==> src/rtl/if_id_queue.sv <==
// IF/ID pipeline stage with a DEPTH-entry instruction/PC FIFO ahead of the
// registered decode-side output, so fetch can keep running while decode stalls.
module if_id_queue #(
  parameter int unsigned          INSTR_W  = 32,
  parameter int unsigned          PC_W     = 32,
  parameter int unsigned          DEPTH    = 4,
  parameter logic [INSTR_W-1:0]   NOP_CODE = INSTR_W'(32'hF0000000)
) (
  input  logic                         clk,
  input  logic                         reset,
  input  logic [INSTR_W-1:0]           Instruction_code,
  input  logic [PC_W-1:0]              PC,
  input  logic                         in_valid,
  output logic                         in_ready,
  input  logic                         stall,
  input  logic                         jump,
  output logic [INSTR_W-1:0]           Instruction_code_IfId,
  output logic [PC_W-1:0]              PC_if_id,
  output logic                         out_valid,
  output logic [$clog2(DEPTH+1)-1:0]   count
);

  localparam int unsigned CNT_W = $clog2(DEPTH + 1);
  localparam int unsigned PTR_W = $clog2(DEPTH);

  logic [INSTR_W-1:0] instr_mem_q [DEPTH];
  logic [PC_W-1:0]    pc_mem_q    [DEPTH];

  logic [PTR_W-1:0]   wr_ptr_q, wr_ptr_d;
  logic [PTR_W-1:0]   rd_ptr_q, rd_ptr_d;
  logic [CNT_W-1:0]   count_q,  count_d;
  logic [INSTR_W-1:0] instr_q,  instr_d;
  logic [PC_W-1:0]    pc_q,     pc_d;
  logic               valid_q,  valid_d;

  logic accept_c;
  logic push_c;
  logic pop_c;
  logic empty_c;

  // Readiness depends only on registered occupancy; a full queue never
  // passes input straight through even if decode drains this cycle.
  assign in_ready = reset & (count_q < CNT_W'(DEPTH));
  assign empty_c  = (count_q == '0);
  assign accept_c = in_valid & in_ready;
  assign pop_c    = ~jump & ~stall & ~empty_c;
  // An empty, advancing queue bypasses input directly to the output stage.
  assign push_c   = ~jump & accept_c & (stall | ~empty_c);

  always_comb begin
    wr_ptr_d = wr_ptr_q;
    rd_ptr_d = rd_ptr_q;
    count_d  = count_q;
    instr_d  = instr_q;
    pc_d     = pc_q;
    valid_d  = valid_q;

    if (jump) begin
      wr_ptr_d = '0;
      rd_ptr_d = '0;
      count_d  = '0;
      instr_d  = NOP_CODE;
      pc_d     = PC;
      valid_d  = 1'b0;
    end else begin
      if (push_c) begin
        wr_ptr_d = wr_ptr_q + PTR_W'(1);
      end
      if (pop_c) begin
        rd_ptr_d = rd_ptr_q + PTR_W'(1);
      end
      count_d = count_q + CNT_W'(push_c) - CNT_W'(pop_c);

      if (!stall) begin
        if (!empty_c) begin
          instr_d = instr_mem_q[rd_ptr_q];
          pc_d    = pc_mem_q[rd_ptr_q];
          valid_d = 1'b1;
        end else if (accept_c) begin
          instr_d = Instruction_code;
          pc_d    = PC;
          valid_d = 1'b1;
        end else begin
          instr_d = NOP_CODE;
          valid_d = 1'b0;
        end
      end
    end
  end

  always_ff @(posedge clk or negedge reset) begin
    if (!reset) begin
      wr_ptr_q <= '0;
      rd_ptr_q <= '0;
      count_q  <= '0;
      instr_q  <= '0;
      pc_q     <= '0;
      valid_q  <= 1'b0;
    end else begin
      wr_ptr_q <= wr_ptr_d;
      rd_ptr_q <= rd_ptr_d;
      count_q  <= count_d;
      instr_q  <= instr_d;
      pc_q     <= pc_d;
      valid_q  <= valid_d;
    end
  end

  // Storage carries no reset; occupancy alone decides what is meaningful.
  always_ff @(posedge clk) begin
    if (push_c) begin
      instr_mem_q[wr_ptr_q] <= Instruction_code;
      pc_mem_q[wr_ptr_q]    <= PC;
    end
  end

  assign Instruction_code_IfId = instr_q;
  assign PC_if_id              = pc_q;
  assign out_valid             = valid_q;
  assign count                 = count_q;

endmodule
==> config.mk <==
export PLATFORM = sky130hd
export DESIGN_NAME = if_id_queue
export DESIGN_NICKNAME = d
export VERILOG_FILES = /design/src/rtl/if_id_queue.sv
export SDC_FILE = /design/constraint.sdc
export NUM_CORES = 1
export LEC_CHECK = 0
export ABC_AREA = 1
export CAP_MARGIN = 0
export CORE_ASPECT_RATIO = 0.8
export CORE_MARGIN = 2
export CORE_UTILIZATION = 45
export DETAILED_ROUTE_END_ITERATION = 6
export GPL_TIMING_DRIVEN = 0
export HOLD_SLACK_MARGIN = 0.03
export PLACE_DENSITY = 0.69
export SLEW_MARGIN = 20
export SYNTH_ARGS = -nofsm -noshare
export SYNTH_HDL_FRONTEND = slang
export SYNTH_SLANG_ARGS = --single-unit
==> constraint.sdc <==
create_clock -name clk -period 7.1 [get_ports clk]
set_input_delay 1.065 -clock clk [delete_from_list [all_inputs] [get_ports clk]]
set_output_delay 1.065 -clock clk [all_outputs]
set_load 0.03 [all_outputs]
==> results.sh <==
export IMPL_cts_buffers=34
export IMPL_grt_overflow_total=0
export IMPL_cts_resized=0
export IMPL_drv_cap=0
export IMPL_die_h_um=161
export IMPL_startpoint_type="primary input"
export IMPL_viasPerCell=5.21
export IMPL_root_buffer="clkbuf_16"
export IMPL_wl_per_cell_um=18.6
export IMPL_rows=57
export IMPL_ir_worst_vdd_uv=192
export IMPL_yosysSeqAreaShare_pct=68.6
export IMPL_io_pin_count=138
export IMPL_netlist_area_um2=13800
export IMPL_place_congestion=0.816
export IMPL_min_period_ns=3.78
export IMPL_status="finished clean"
export IMPL_worstSetupPathType="in2out"
export IMPL_hold_path_class="reg2reg"
export IMPL_path_clk_slew_ns=0.06
export IMPL_synth_top_cell_area_share_pct=55.6
export IMPL_finalMaxSlewViolations=0
export IMPL_power_leakage_nw=6.67
export IMPL_most_common_layout_cells="nand2_1 (396), edfxtp_1 (256), nand3_1 (168)"
export IMPL_placed_area_um2=16100
export IMPL_cts_tree="built"
export IMPL_post_cts_setup_buffers=0
export IMPL_critPathCaptureType="output pin"
export IMPL_relSlewSlack_pct=57.1
export IMPL_drtAntennaViolNets=0
export IMPL_ys_seq_elements=328
export IMPL_io_buffers=136
export IMPL_synth_distinct_cells=28
export IMPL_avgSynthCellArea_um2=11.0
export IMPL_worst_slew_pin_slew_ns=0.643
export IMPL_clock_sinks=328
export IMPL_route_detailed_drc=0
export IMPL_gr_usage_all_layers_pct=22.2
export IMPL_fin_nets=1519
export IMPL_initial_core_util_pct=45.6
export IMPL_clk_path_buf_depth=3
export IMPL_syn_nets=1333
export IMPL_yosysWarnings=0
export IMPL_drt_initial_drc_count=753
export IMPL_syn_inst=1257
export IMPL_final_cell_area_um2=17200
export IMPL_area_delta_synth_final_pct=24.5
export IMPL_finClkSkew_ns=0.0189
export IMPL_wirelength_um=35100
export IMPL_htree_levels=2
export IMPL_dp_cells=1820
export IMPL_grt_pass1_wl_um=54400
export IMPL_max_freq_mhz=265
export IMPL_vias=9797
export IMPL_grt_pass1_vias=9757
export IMPL_ctsHoldBuffers=0
export IMPL_fin_setup_tns_ns=0
export IMPL_setup_viol=0
export IMPL_die_w_um=200
export IMPL_drtPass1Iterations=5
export IMPL_clock_latency_ns=0.52
export IMPL_rsz0062_at_grt="no"
export IMPL_finalPower_w=0.00608
export IMPL_p_per_area_nw_per_um2=353
export IMPL_antenna_found_initial=0
export IMPL_yosysTopAreaCell="edfxtp_1"
export IMPL_timing_hold_ws_ns=0.476
export IMPL_fillers=2501
export IMPL_layout_commonest_cell="nand2_1"
export IMPL_stdcell_count=1882
export IMPL_hold_viol=0
export IMPL_path_max_fanout=44
export IMPL_antenna_cells=0
export IMPL_grt_max_degree=45
export IMPL_arrival_ns=2.71
export IMPL_drive_above_1_share_pct=9.05
export IMPL_critPathRequiredTime_ns=6.03
export IMPL_synth_area_leaders="edfxtp_1 (56%), dfrtp_1 (13%), nand2_1 (11%), nand3_1 (6.1%), inv_1 (1.6%)"
export IMPL_coreArea_um2=30300
export IMPL_fin_crit_sh_pct=53.2
export IMPL_post_dp_hpwl_um=22900
export IMPL_dieArea_um2=32200
export IMPL_reg2reg_setup_slack_ns=4.33
## cells by family (layout without fill, tap and decap cells)
family	count (synthesis)	in the layout	synth area share [%]
flops	328	328	68.6
compound gates	68	68	2.56
xor+xnor	1	1	0.0633
simple gates	710	710	23.4
buf+inv	143	355	4.73
fa+ha+maj	7	7	0.687
## state kept, by name, summed over array words and instances, names as in the netlist
register               count
count                      3
rd_ptr_q                   2
Instruction_code_IfId     32
PC_if_id                  32
out_valid                  1
pc_mem_q                 128
wr_ptr_q                   2
instr_mem_q              128
## layout make-up
type	instances	area [µm²]	share of cell area [%]
Clock inverter	16	170	0.988
Multi-Input combinational cell	786	3720	21.6
Timing Repair Buffer	150	1720	9.97
Sequential cell	328	9490	55.1
Buffer	76	403	2.34
Tap cell	413	517	3.00
Inverter	67	251	1.46
Clock buffer	46	957	5.56
## stage by stage
stage | util (%) | setup WS, ns
2_1_floorplan | - | 2.33
3_3_place_gp | 51.8 | -3.62
3_5_place_dp | 53.1 | 3.23
4_1_cts | 56.8 | 3.32
5_1_grt | 56.8 | 3.20
6_report | 56.8 | 3.32
## where the power goes
group	internal, W	total [W]	leakage [nW]	switching [W]
sequential	0.00226	0.00236	3.22	0.000109
clock	0.00106	0.00179	0.553	0.000733
combinational	0.000674	0.00193	2.90	0.00125
total	0.00399	0.00608	6.67	0.00209
## worst max-delay path, stage by stage
cell and delay, ns:
buf_4 0.37, buf_16 0.29, inv_1 0.07, nor2_1 0.14, clkdlybuf4s50_1 0.69
## synthesized netlist by cell type (all sizes together)
master / n
o21bai: 1
o21ai: 33
edfxtp: 256
buf: 52
xor2: 1
nor2: 23
ha: 6
nand4: 30
inv: 67
fa: 1
or2: 63
nand2: 398
nand3b: 27
nand3: 169
clkbuf: 24
a21oi: 34
dfrtp: 72
## per-layer routing
metal | global-route usage, % | part of all wire, % | wire, µm | vias up
li1 | - | - | - | 4652
met4 | 5.82 | 1.4 | 484 | 0
met5 | 0 | 0 | 0 | -
met1 | 31.7 | 43 | 15200 | 4721
met2 | 35.7 | 48 | 16700 | 380
met3 | 3.36 | 7.8 | 2720 | 44
## final timing paths
path | from | end | cells past startpoint
worst min-delay path | PC_if_id[18] | PC_if_id[18] | 2
worst min register to register | PC_if_id[18] | PC_if_id[18] | 2
worst max register to register | count[1] | count[2] | 12
worst max-delay path | reset | in_ready | 5
min in group asynchronous | reset | PC_if_id[19] | 1
max in group asynchronous | reset | Instruction_code_IfId[3] | 2
Power figures use the tool's default switching activity.
